### src/rtl/espi_frame_seq.sv
// Frame sequencer in front of the per-character SPI engine: buffers TX and RX characters,
// holds chip select low for a whole frame and issues one CHAR_GO per character.
module espi_frame_seq #(
  parameter int CHAR_NBITS = 32,
  parameter int FIFO_AW    = 4,
  parameter int CS_SETUP   = 2,
  parameter int CS_HOLD    = 2
) (
  input  logic                  S_SYSCLK,
  input  logic                  S_RESETN,
  input  logic                  S_ENABLE,
  input  logic                  S_TX_ONLY,
  input  logic [15:0]           S_FRAME_LEN,
  input  logic                  S_FRAME_START,
  output logic                  S_FRAME_BUSY,
  output logic                  S_FRAME_DONE,
  input  logic                  S_TX_WR,
  input  logic [CHAR_NBITS-1:0] S_TX_DATA,
  output logic                  S_TX_FULL,
  output logic [FIFO_AW:0]      S_TX_CNT,
  input  logic                  S_RX_RD,
  output logic [CHAR_NBITS-1:0] S_RX_DATA,
  output logic                  S_RX_EMPTY,
  output logic                  S_RX_OVF,
  output logic                  C_CHAR_GO,
  input  logic                  C_CHAR_DONE,
  output logic [CHAR_NBITS-1:0] C_WCHAR,
  input  logic [CHAR_NBITS-1:0] C_RCHAR,
  output logic                  S_SPI_CS_N,
  output logic [2:0]            S_DBG_STATE
);

  localparam int DEPTH   = 1 << FIFO_AW;
  localparam int CYC_MAX = (CS_SETUP > CS_HOLD) ? CS_SETUP : CS_HOLD;
  localparam int CYC_W   = (CYC_MAX > 1) ? $clog2(CYC_MAX + 1) : 1;

  localparam logic [FIFO_AW:0] PTR_ONE    = {{FIFO_AW{1'b0}}, 1'b1};
  localparam logic [CYC_W-1:0] CYC_ONE    = {{(CYC_W-1){1'b0}}, 1'b1};
  localparam logic [CYC_W-1:0] SETUP_LAST = CYC_W'(CS_SETUP - 1);
  localparam logic [CYC_W-1:0] HOLD_LAST  = CYC_W'(CS_HOLD - 1);

  typedef enum logic [2:0] {
    ST_IDLE  = 3'd0,
    ST_SETUP = 3'd1,
    ST_LOAD  = 3'd2,
    ST_GO    = 3'd3,
    ST_WAIT  = 3'd4,
    ST_HOLD  = 3'd5
  } state_t;

  state_t                  state;
  logic                    cs_n;
  logic                    busy;
  logic                    done;
  logic                    go;
  logic [CHAR_NBITS-1:0]   wchar;
  logic [15:0]             len_cnt;
  logic [CYC_W-1:0]        cyc_cnt;
  logic                    ovf;

  // ---------------- TX FIFO ----------------
  logic [CHAR_NBITS-1:0] tx_mem [DEPTH];
  logic [FIFO_AW:0]      tx_wp;
  logic [FIFO_AW:0]      tx_rp;
  logic                  tx_full;
  logic                  tx_empty;
  logic                  tx_push;
  logic                  tx_pop;

  assign tx_full  = (tx_wp[FIFO_AW] != tx_rp[FIFO_AW]) &&
                    (tx_wp[FIFO_AW-1:0] == tx_rp[FIFO_AW-1:0]);
  assign tx_empty = (tx_wp == tx_rp);
  assign tx_push  = S_TX_WR && !tx_full;

  always_ff @(posedge S_SYSCLK) begin
    if (tx_push) tx_mem[tx_wp[FIFO_AW-1:0]] <= S_TX_DATA;
  end

  always_ff @(posedge S_SYSCLK or negedge S_RESETN) begin
    if (!S_RESETN) begin
      tx_wp <= '0;
      tx_rp <= '0;
    end else begin
      if (tx_push) tx_wp <= tx_wp + PTR_ONE;
      if (tx_pop)  tx_rp <= tx_rp + PTR_ONE;
    end
  end

  // ---------------- RX FIFO ----------------
  logic [CHAR_NBITS-1:0] rx_mem [DEPTH];
  logic [FIFO_AW:0]      rx_wp;
  logic [FIFO_AW:0]      rx_rp;
  logic                  rx_full;
  logic                  rx_empty;
  logic                  rx_push_req;
  logic                  rx_push;
  logic                  rx_pop;

  assign rx_full  = (rx_wp[FIFO_AW] != rx_rp[FIFO_AW]) &&
                    (rx_wp[FIFO_AW-1:0] == rx_rp[FIFO_AW-1:0]);
  assign rx_empty = (rx_wp == rx_rp);
  assign rx_push  = rx_push_req && !rx_full;
  assign rx_pop   = S_RX_RD && !rx_empty;

  always_ff @(posedge S_SYSCLK) begin
    if (rx_push) rx_mem[rx_wp[FIFO_AW-1:0]] <= C_RCHAR;
  end

  always_ff @(posedge S_SYSCLK or negedge S_RESETN) begin
    if (!S_RESETN) begin
      rx_wp <= '0;
      rx_rp <= '0;
    end else begin
      if (rx_push) rx_wp <= rx_wp + PTR_ONE;
      if (rx_pop)  rx_rp <= rx_rp + PTR_ONE;
    end
  end

  // ---------------- frame FSM ----------------
  // Engine handshake: C_CHAR_GO is a one-cycle request carrying C_WCHAR, which stays
  // stable until the engine answers with a one-cycle C_CHAR_DONE carrying C_RCHAR.
  // Only one character is ever outstanding, and DONE is honoured only in WAIT.
  logic wait_done;
  logic load_ok;

  assign wait_done   = (state == ST_WAIT) && S_ENABLE && C_CHAR_DONE;
  assign rx_push_req = wait_done && !S_TX_ONLY;
  // A character is only launched when its reply is guaranteed a slot in the RX FIFO.
  assign load_ok     = (state == ST_LOAD) && S_ENABLE && !tx_empty &&
                       (S_TX_ONLY || !rx_full);
  assign tx_pop      = load_ok;

  always_ff @(posedge S_SYSCLK or negedge S_RESETN) begin
    if (!S_RESETN) begin
      state   <= ST_IDLE;
      cs_n    <= 1'b1;
      busy    <= 1'b0;
      done    <= 1'b0;
      go      <= 1'b0;
      wchar   <= '0;
      len_cnt <= '0;
      cyc_cnt <= '0;
      ovf     <= 1'b0;
    end else begin
      done <= 1'b0;
      go   <= 1'b0;
      if (rx_push_req && rx_full) ovf <= 1'b1;

      if (state != ST_IDLE && !S_ENABLE) begin
        state <= ST_IDLE;
        cs_n  <= 1'b1;
        busy  <= 1'b0;
      end else begin
        case (state)
          ST_IDLE: begin
            if (S_FRAME_START && S_ENABLE) begin
              if (S_FRAME_LEN != 16'd0) begin
                len_cnt <= S_FRAME_LEN;
                ovf     <= 1'b0;
                cs_n    <= 1'b0;
                busy    <= 1'b1;
                cyc_cnt <= '0;
                state   <= ST_SETUP;
              end else begin
                done <= 1'b1;
              end
            end
          end
          ST_SETUP: begin
            if (cyc_cnt == SETUP_LAST) begin
              cyc_cnt <= '0;
              state   <= ST_LOAD;
            end else begin
              cyc_cnt <= cyc_cnt + CYC_ONE;
            end
          end
          ST_LOAD: begin
            if (load_ok) begin
              wchar <= tx_mem[tx_rp[FIFO_AW-1:0]];
              go    <= 1'b1;
              state <= ST_GO;
            end
          end
          ST_GO: begin
            state <= ST_WAIT;
          end
          ST_WAIT: begin
            if (wait_done) begin
              len_cnt <= len_cnt - 16'd1;
              if (len_cnt == 16'd1) begin
                cyc_cnt <= '0;
                state   <= ST_HOLD;
              end else begin
                state <= ST_LOAD;
              end
            end
          end
          ST_HOLD: begin
            if (cyc_cnt == HOLD_LAST) begin
              cs_n  <= 1'b1;
              busy  <= 1'b0;
              done  <= 1'b1;
              state <= ST_IDLE;
            end else begin
              cyc_cnt <= cyc_cnt + CYC_ONE;
            end
          end
          default: begin
            state <= ST_IDLE;
            cs_n  <= 1'b1;
            busy  <= 1'b0;
          end
        endcase
      end
    end
  end

  assign S_FRAME_BUSY = busy;
  assign S_FRAME_DONE = done;
  assign S_TX_FULL    = tx_full;
  assign S_TX_CNT     = tx_wp - tx_rp;
  assign S_RX_DATA    = rx_mem[rx_rp[FIFO_AW-1:0]];
  assign S_RX_EMPTY   = rx_empty;
  assign S_RX_OVF     = ovf;
  assign C_CHAR_GO    = go;
  assign C_WCHAR      = wchar;
  assign S_SPI_CS_N   = cs_n;
  assign S_DBG_STATE  = state;

endmodule

### config.mk
export PLATFORM = sky130hd
export DESIGN_NAME = espi_frame_seq
export DESIGN_NICKNAME = d
export VERILOG_FILES = /design/src/rtl/espi_frame_seq.sv
export SDC_FILE = /design/constraint.sdc
export NUM_CORES = 1
export LEC_CHECK = 0
export ABC_AREA = 1
export BUFFER_PORTS_ARGS = -buffer_cell sky130_fd_sc_hd__buf_2
export CAP_MARGIN = 20
export CORE_MARGIN = 2
export CORE_UTILIZATION = 40
export DETAILED_ROUTE_END_ITERATION = 8
export MAX_ROUTING_LAYER = met4
export PLACE_DENSITY = 0.55
export SETUP_SLACK_MARGIN = 0.5
export SLEW_MARGIN = 0
export SYNTH_ARGS = -nofsm -noshare
export SYNTH_HDL_FRONTEND = slang
export SYNTH_SLANG_ARGS = --single-unit
### constraint.sdc
create_clock -name S_SYSCLK -period 8.75 [get_ports S_SYSCLK]
set_clock_uncertainty 0.15 [all_clocks]
set_input_delay 1.75 -clock S_SYSCLK [delete_from_list [all_inputs] [get_ports S_SYSCLK]]
set_output_delay 1.75 -clock S_SYSCLK [all_outputs]
set_load 0.05 [all_outputs]
==> parameters.txt, run 1 <==
Parameter                              Value

Synth
  Number of distinct library cells after synthesis    a little over 40
  Number of synthesized register bits    ~1.1k
  Cell area after synthesis    ~0.044 mm2
  Yosys warning count    0
  Top-count cell post-synth    sky130_fd_sc_hd__edfxtp_1
  Mean post-synth cell area    about 13 um2
  Area contributors post-synth    sky130_fd_sc_hd__edfxtp_1, sky130_fd_sc_hd__nor2_1, sky130_fd_sc_hd__o21ai_0, sky130_fd_sc_hd__dfrtp_1, sky130_fd_sc_hd__nand2_1
  Fraction of registers with async set or reset after synthesis    slightly above 7%
  Cell types with the highest counts after synthesis    sky130_fd_sc_hd__edfxtp_1, sky130_fd_sc_hd__nor2_1, sky130_fd_sc_hd__o21ai_0, sky130_fd_sc_hd__nand2_1, sky130_fd_sc_hd__o22ai_1
  Most used DFF post-synth    sky130_fd_sc_hd__edfxtp_1
  Cell count after synthesis    ~3.4k
  Sequential fraction of the synthesis area    approximately three quarters
  Cell type with the highest aggregate area in the netlist    sky130_fd_sc_hd__edfxtp_1
  Fraction of post-synthesis cell area in the top cell type by area    between 70% and 80%
  Net count after synthesis    3492
  Number of flops mapped to enable cells by yosys    1024

STA
  Setup Total Neg Slack    0 ps
  Final worst setup slack    around 2800 ps
  Slew at the pin closest to its max-slew limit    1136 ps
  Final-report max-slew violation count    0
  Max_slew headroom    24.27%
  Number of failing hold endpoints at the final stage    0
  FMAX    around 170 MHz
  Post-route fraction of the period consumed by the critical path    67.67%
  Number of setup violations in the final report    0
  RSZ-0062 raised after global routing    no
  Tmin final    just under 6000 ps

Clocking
  TritonCTS clock tree    yes
  CTS max path bufs    3
  Cell chosen for the clock root    sky130_fd_sc_hd__clkbuf_16
  Count of buffers added by post-CTS timing repair for setup    0
  Clock sinks    1102
  CTS buffer count    114
  Hold buffer count at cts    0
  Clock Latency Late Sink    720 ps
  # resized after CTS    0
  Count of H-tree levels built during CTS    3
  Clock-pin slew on the worst setup and hold paths    approximately 60 ps

Floorplanning
  Row Count    around 120
  Starting density of the core    between 40 and 50%
  I/O Pins    167
  Vertical die dimension    ~330 um
  Die footprint    0.1118 mm2
  Die boundary width    between 300 and 400 um
  Core region area    approximately 0.11 mm2

Run
  Max cap viols    0

Setup path
  Type of destination of the critical path    output pin
  WS Path Type    flop to output pin
  Largest fanout on the critical path    84
  Crit path arrival time    between 4000 and 5000 ps
  Critical path data required time    between 6000 and 7000 ps
  Category of the worst setup path launch point    flop

Min path
  Type of the tightest min-delay check    flop to flop

Routing
  Via count    roughly 28k
  DRC violation count after routing    0
  Count of TritonRoute iterations in the first routing pass    5
  Post-Route WL    around 120 mm
  Iteration-0 DRC Markers    approximately 2.5k
  Antenna viol nets, final    0
  Via density per instance    5.486
  Routed wire length per instance    roughly 23 um

Placement
  Detailed placer's ending HPWL    around 57 mm
  Final RePlAce weighted congestion    between 0.7 and 0.8
  Worst slack at placement    roughly 3500 ps
  Buffers on Ports    166
  DP Cell Count    approximately 4.8k

Cells and area
  Final Instance Count excl. Fillers    between 5k and 6k
  Post-layout net count    3616
  Share of the core filled with cells in the final layout    between 40% and 50%
  Layout cells sized above 1    about an eighth
  Area Growth Syn to Fin    13.95%
  Layout fillers    between 9k and 10k
  Area used by sequential logic in the layout    approximately 0.033 mm2
  Area of the multi-input gates    approximately 0.01 mm2

Global route
  Met1 Track Usage GR    between 20 and 30%
  Final global-route overflow total    0
  Global Route met3 Usage    3.678%
  Pin count of the biggest net entering global routing    ~240
  GR Util All Layers    about a fifth
  Wire length of the first global-routing pass    171.9 mm
  Via count of the first global-routing pass    between 20k and 30k
  Highest-utilization routing layer at the global route stage    met2
  Number of antenna violations at the first check in global routing    17
  GR Layer Usage met2    ~33%

Pwr
  Leakage power summed over all cells    around 17 nW
  Psw    approximately 6.8 mW
  Clock share of power    around 28%
  Share of total power in combinational logic    about a third
  Final total power    approximately 17 mW
  Flop pwr share    approximately 38%
  P per Cell Area    347.0 mW/mm2
  Net switching fraction of the power    about 40%
  Maximum resistive drop on vdd    0.0003084 V
  Internal    ~10 mW

Outcome
  Status    finished, final reports clean
[stage by stage]
stage               cell area (um2)  hold WS, ps
floorplan                     43670        310.4
global placement              46010        325.3
detailed placement            46010        333.3
CTS                           49730        342.8
global route                  49760        366.9
finish                        49760        337.7
[placed cells by master (no fill, tap or decap), types with 45 or more instances in the layout]
cell                        instances
sky130_fd_sc_hd__nand3_1           90
sky130_fd_sc_hd__o22ai_1          148
sky130_fd_sc_hd__dfrtp_1           71
sky130_fd_sc_hd__edfxtp_1        1024
sky130_fd_sc_hd__a21oi_1           45
sky130_fd_sc_hd__o21ai_0          519
sky130_fd_sc_hd__o221ai_1          62
sky130_fd_sc_hd__o211ai_1          67
sky130_fd_sc_hd__nand2_1          255
sky130_fd_sc_hd__clkbuf_16        116
sky130_fd_sc_hd__buf_2            165
sky130_fd_sc_hd__nor2_1           676
sky130_fd_sc_hd__buf_4             55
[worst max-delay path, cell delays in order, from the launching register on]
cell	delay [ps]
sky130_fd_sc_hd__dfrtp_4	770
sky130_fd_sc_hd__inv_4	540
sky130_fd_sc_hd__buf_4	870
sky130_fd_sc_hd__o21ai_0	200
sky130_fd_sc_hd__o221ai_1	210
sky130_fd_sc_hd__nand3_1	110
sky130_fd_sc_hd__nand3_1	230
sky130_fd_sc_hd__buf_2	320
[sequential cells by signal, indices dropped and copies added (netlist names)]
signal	flops
S_DBG_STATE	3
rx_rp	5
tx_mem	512
rx_wp	5
C_WCHAR	32
S_FRAME_BUSY	1
tx_rp	5
tx_wp	5
S_RX_OVF	1
S_SPI_CS_N	1
len_cnt	16
cyc_cnt	2
C_CHAR_GO	1
S_FRAME_DONE	1
rx_mem	512
[final timing paths]
check | depth (start not counted) | slack (ps) | to | start
setup / recovery | 7 | 2830 | S_RX_DATA[20] | rx_rp[1]$_DFFE_PN0P_
hold reg to reg | 1 | 340 | tx_wp[4]$_DFFE_PN0P_ | tx_wp[4]$_DFFE_PN0P_
min in group asynchronous | 1 | 930 | len_cnt[14]$_DFFE_PN0P_ | S_RESETN
hold / removal | 1 | 340 | tx_wp[4]$_DFFE_PN0P_ | tx_wp[4]$_DFFE_PN0P_
setup reg to reg | 11 | 3880 | rx_mem[9][28]$_DFFE_PP_ | rx_rp[0]$_DFFE_PN0P_
max in group asynchronous | 2 | 6190 | tx_rp[1]$_DFFE_PN0P_ | S_RESETN
[cells by family after synthesis]
group           share of synthesized area (%)
fa+ha+maj                              0.5616
simple gates                            9.799
buf+inv                                 2.676
compound gates                          11.53
xor+xnor                               0.5415
flops                                   74.89
[final cells by class]
cell class	instances	share of cell area (%)
flip-flops and latches	1102	65.75
clock buffers	151	6.258
repair buffers	221	2.529
clock inverters	62	1.212
diodes	12	0.06035
inverters	56	0.4551
well taps	1414	3.555
multi-input cells	2014	20.18
[routing by layer]
metal	up-vias	wire, um	part of all wire (%)
met4	0	2586	2.2
met2	817	54910	47
met1	13886	51350	44
met3	194	7572	6.5
li1	12707	-	-
met5	-	0	0
[power groups by stage]
stage	combinational, mW	clock (mW)	sequential, mW
6_report	5.95	4.78	6.54
5_1_grt	6.51	5.07	6.58
4_1_cts	5.98	4.87	6.54
3_5_place_dp	5.97	0	6.64
3_3_place_gp	5.93	0	6.64
2_1_floorplan	4.03	0	6.74
No activity file was read; power rests on OpenSTA's default activity.
==> run 2, diff against run 1 <==
--- a/config.mk
+++ b/config.mk
@@ -5,7 +5,7 @@
 export SDC_FILE = /design/constraint.sdc
 export NUM_CORES = 1
 export LEC_CHECK = 0
-export ABC_AREA = 1
+export ABC_AREA = 0
 export BUFFER_PORTS_ARGS = -buffer_cell sky130_fd_sc_hd__buf_2
 export CAP_MARGIN = 20
 export CORE_MARGIN = 2
==> constraint.sdc (replaced) <==
create_clock -name S_SYSCLK -period 5.98 [get_ports S_SYSCLK]
set_clock_uncertainty 0.15 [all_clocks]
set_input_delay 1.196 -clock S_SYSCLK [delete_from_list [all_inputs] [get_ports S_SYSCLK]]
set_output_delay 1.196 -clock S_SYSCLK [all_outputs]
set_load 0.05 [all_outputs]
==> parameters.txt, run 2 <==
Parameter                              Value

Setup path
  CP top delay family    multiplexers
  Critical path data required time    4630 ps (-2220 ps)
  CP bufs+invs    2 (-1)
  Number of cells traversed by the worst register-to-register path    6 (-5)
  Biggest cell delay along the critical path    810 ps (-60 ps)
  Crit path arrival time    3380 ps (-640 ps)
  Sequence of cells on the critical path    buf_12, mux4_2, mux4_2, buf_2
  Cell at the slowest stage of the critical path    sky130_fd_sc_hd__dfrtp_4
  Cell repeated most along the worst path    sky130_fd_sc_hd__mux4_2
  Type of destination of the critical path    output pin
  Depth of the critical timing path with buffers and inverters included    4 (-3)
  WS Path Type    flop to output pin
  Category of the worst setup path launch point    flop
  Worst R2R Start    tx_rp[0]$_DFFE_PN0P_
  Origin of the worst setup path    rx_rp[0]$_DFFE_PN0P_
  Largest fanout on the critical path    51 (-39%)

Synth
  Cell count after synthesis    1916 (-43%)
  Area contributors post-synth    sky130_fd_sc_hd__edfxtp_1, sky130_fd_sc_hd__mux4_2, sky130_fd_sc_hd__dfrtp_1, sky130_fd_sc_hd__a22oi_1, sky130_fd_sc_hd__mux2_2
  Sequential fraction of the synthesis area    77.02% (+2.1 points)
  Most used DFF post-synth    sky130_fd_sc_hd__edfxtp_1
  Fraction of registers with async set or reset after synthesis    7.078% (unchanged)
  Top-count cell post-synth    sky130_fd_sc_hd__edfxtp_1
  Fraction of post-synthesis cell area in the top cell type by area    72.42% (+2.0 points)
  Yosys warning count    0 (unchanged)
  Net count after synthesis    2023 (-42%)
  Cell type with the highest aggregate area in the netlist    sky130_fd_sc_hd__edfxtp_1
  Number of synthesized register bits    1102 (unchanged)
  Cell area after synthesis    0.04246 mm2 (-2.8%)
  Number of distinct library cells after synthesis    61 (+49%)
  Mean post-synth cell area    22.16 um2 (+72%)
  Number of flops mapped to enable cells by yosys    1024 (unchanged)
  Cell types with the highest counts after synthesis    sky130_fd_sc_hd__edfxtp_1, sky130_fd_sc_hd__mux4_2, sky130_fd_sc_hd__dfrtp_1, sky130_fd_sc_hd__a22oi_1, sky130_fd_sc_hd__nand2_1

Global route
  Final global-route overflow total    0 (unchanged)
  Via count of the first global-routing pass    21.20k (-19%)
  Wire length of the first global-routing pass    141.5 mm (-18%)
  GR Util All Layers    18.29% (-2.8 points)
  Number of antenna violations at the first check in global routing    10 (-7)
  Pin count of the biggest net entering global routing    109 (-54%)

Cells and area
  Layout cells sized above 1    33.81% (+21 points)
  Area used by sequential logic in the layout    0.03272 mm2 (unchanged)
  Area of the multi-input gates    0.009513 mm2 (-5.2%)
  Share of the core filled with cells in the final layout    46.66% (+0.81 points)
  Area Growth Syn to Fin    15.67%
  Final Instance Count excl. Fillers    3642 (-28%)
  Layout fillers    8722 (-11%)
  Post-layout net count    2257 (-38%)
  Finished layout cell area    0.04911 mm2 (-1.3%)
  Commonest cells after routing, fill and taps aside    sky130_fd_sc_hd__edfxtp_1, sky130_fd_sc_hd__mux4_2, sky130_fd_sc_hd__buf_2
  Leading cell type in the layout, fill and taps excluded    sky130_fd_sc_hd__edfxtp_1

Min path
  Worst hold path stage count    1 (unchanged)
  Type of the tightest min-delay check    flop to flop
  Beginning of the worst hold path    rx_rp[4]$_DFFE_PN0P_

STA
  Post-route fraction of the period consumed by the critical path    79.10%
  Number of setup violations in the final report    0 (unchanged)
  Number of failing hold endpoints at the final stage    0 (unchanged)
  Final-report max-slew violation count    0 (unchanged)
  Tmin final    approximately 4700 ps
  Max_slew headroom    30.76% (+6.5 points)
  Final worst setup slack    1250 ps (-1579 ps)
  Slew at the pin closest to its max-slew limit    1037 ps (-98.87 ps)
  Hold Worst Slack    340.1 ps (+2.393 ps)
  RSZ-0062 raised after global routing    no
  Setup Total Neg Slack    0 ps (unchanged)
  FMAX    ~210 MHz

Run
  Max cap viols    0 (unchanged)

Pwr
  P per Cell Area    481.3 mW/mm2 (+39%)
  Final total power    23.64 mW (+37%)
  Leakage power summed over all cells    15.84 nW (-4.4%)
  Maximum resistive drop on vdd    0.0004884 V (+58%)
  Net switching fraction of the power    32.81% (-6.8 points)
  Share of total power in combinational logic    30.4% (-4.1 points)
  Clock share of power    29.3% (+1.6 points)
  Flop pwr share    40.3% (+2.4 points)
  Psw    7.756 mW (+14%)
  Internal    15.88 mW (+52%)

Clocking
  Count of buffers added by post-CTS timing repair for setup    0 (unchanged)
  Count of H-tree levels built during CTS    3 (unchanged)
  Cell chosen for the clock root    sky130_fd_sc_hd__clkbuf_16
  CTS buffer count    111 (-2.6%)
  Clock sinks    1102 (unchanged)
  Clock Latency Late Sink    690 ps (-30 ps)
  Clock-pin slew on the worst setup and hold paths    60 ps (about the same)
  Hold buffer count at cts    0 (unchanged)
  # resized after CTS    0 (unchanged)
  TritonCTS clock tree    yes
  CTS max path bufs    3 (unchanged)

Routing
  Routed wire length per instance    26.22 um (+13%)
  Iteration-0 DRC Markers    1734 (-30%)
  DRC violation count after routing    0 (unchanged)
  Count of TritonRoute iterations in the first routing pass    5 (unchanged)
  Via density per instance    5.491 (+0.11%)
  Antenna viol nets, final    0 (unchanged)
  Via count    20.00k (-28%)
  Post-Route WL    95.51 mm (-18%)

Floorplanning
  I/O Pins    167 (unchanged)
  Core region area    0.1053 mm2 (-3.0%)
  Row Count    119 (-1.7%)
  Die footprint    0.1088 mm2 (-2.7%)
  Starting density of the core    40.34% (+0.11 points)
  Die boundary width    329.8 um (-1.4%)
  Vertical die dimension    329.8 um (-1.4%)

Placement
  Worst slack at placement    1353 ps (-2182 ps)
  DP Cell Count    3426 (-29%)
  Buffers on Ports    166 (unchanged)
  Cell area reported after detailed placement    0.04540 mm2 (-1.3%)
  Detailed placer's ending HPWL    55.22 mm (-2.5%)
  Final RePlAce weighted congestion    0.8417 (+7.0%)

Outcome
  Status    finished, final reports clean
==> run 2: cells by family after synthesis <==
group           share of synthesized area [%]
mux                                     16.26
simple gates                            2.151
fa+ha+maj                              0.5776
compound gates                          2.293
flops                                   77.02
xor+xnor                               0.5363
buf+inv                                 1.167
==> run 2: routing by layer <==
metal / global-route usage [%] / vias to the layer above / wire [um]
met5: - / - / 0
met4: 4.852 / 0 / 2016
met3: 2.660 / 142 / 4243
met2: 30.38 / 492 / 48900
met1: 23.71 / 10824 / 40340
li1: - / 8542 / -
==> run 2: final timing paths <==
check | end | slack (ps)
setup / recovery | S_RX_DATA[24] | 1250
hold / removal | rx_rp[4]$_DFFE_PN0P_ | 340
setup reg to reg | tx_mem[15][6]$_DFFE_PP_ | 2020
hold reg to reg | rx_rp[4]$_DFFE_PN0P_ | 340
max in group asynchronous | tx_rp[0]$_DFFE_PN0P_ | 4180
min in group asynchronous | C_WCHAR[31]$_DFFE_PN0P_ | 350
==> run 2: power by group through the flow <==
| stage | clock network (mW) | registers (mW) | logic (mW) |
|---|---|---|---|
| 6_report | 6.93 | 9.53 | 7.19 |
| 5_1_grt | 7.36 | 9.61 | 7.67 |
| 4_1_cts | 7.07 | 9.54 | 7.35 |
| 3_5_place_dp | 0 | 9.70 | 7.34 |
| 3_3_place_gp | 0 | 9.67 | 7.30 |
| 2_1_floorplan | 0 | 9.80 | 5.13 |
==> run 2: final cells by class <==
cell class	instances	area share, %
flip-flops and latches	1102	66.62
multi-input cells	695	19.37
clock buffers	136	5.910
well taps	1391	3.544
repair buffers	218	2.843
clock inverters	72	1.513
inverters	22	0.1681
diodes	6	0.03057
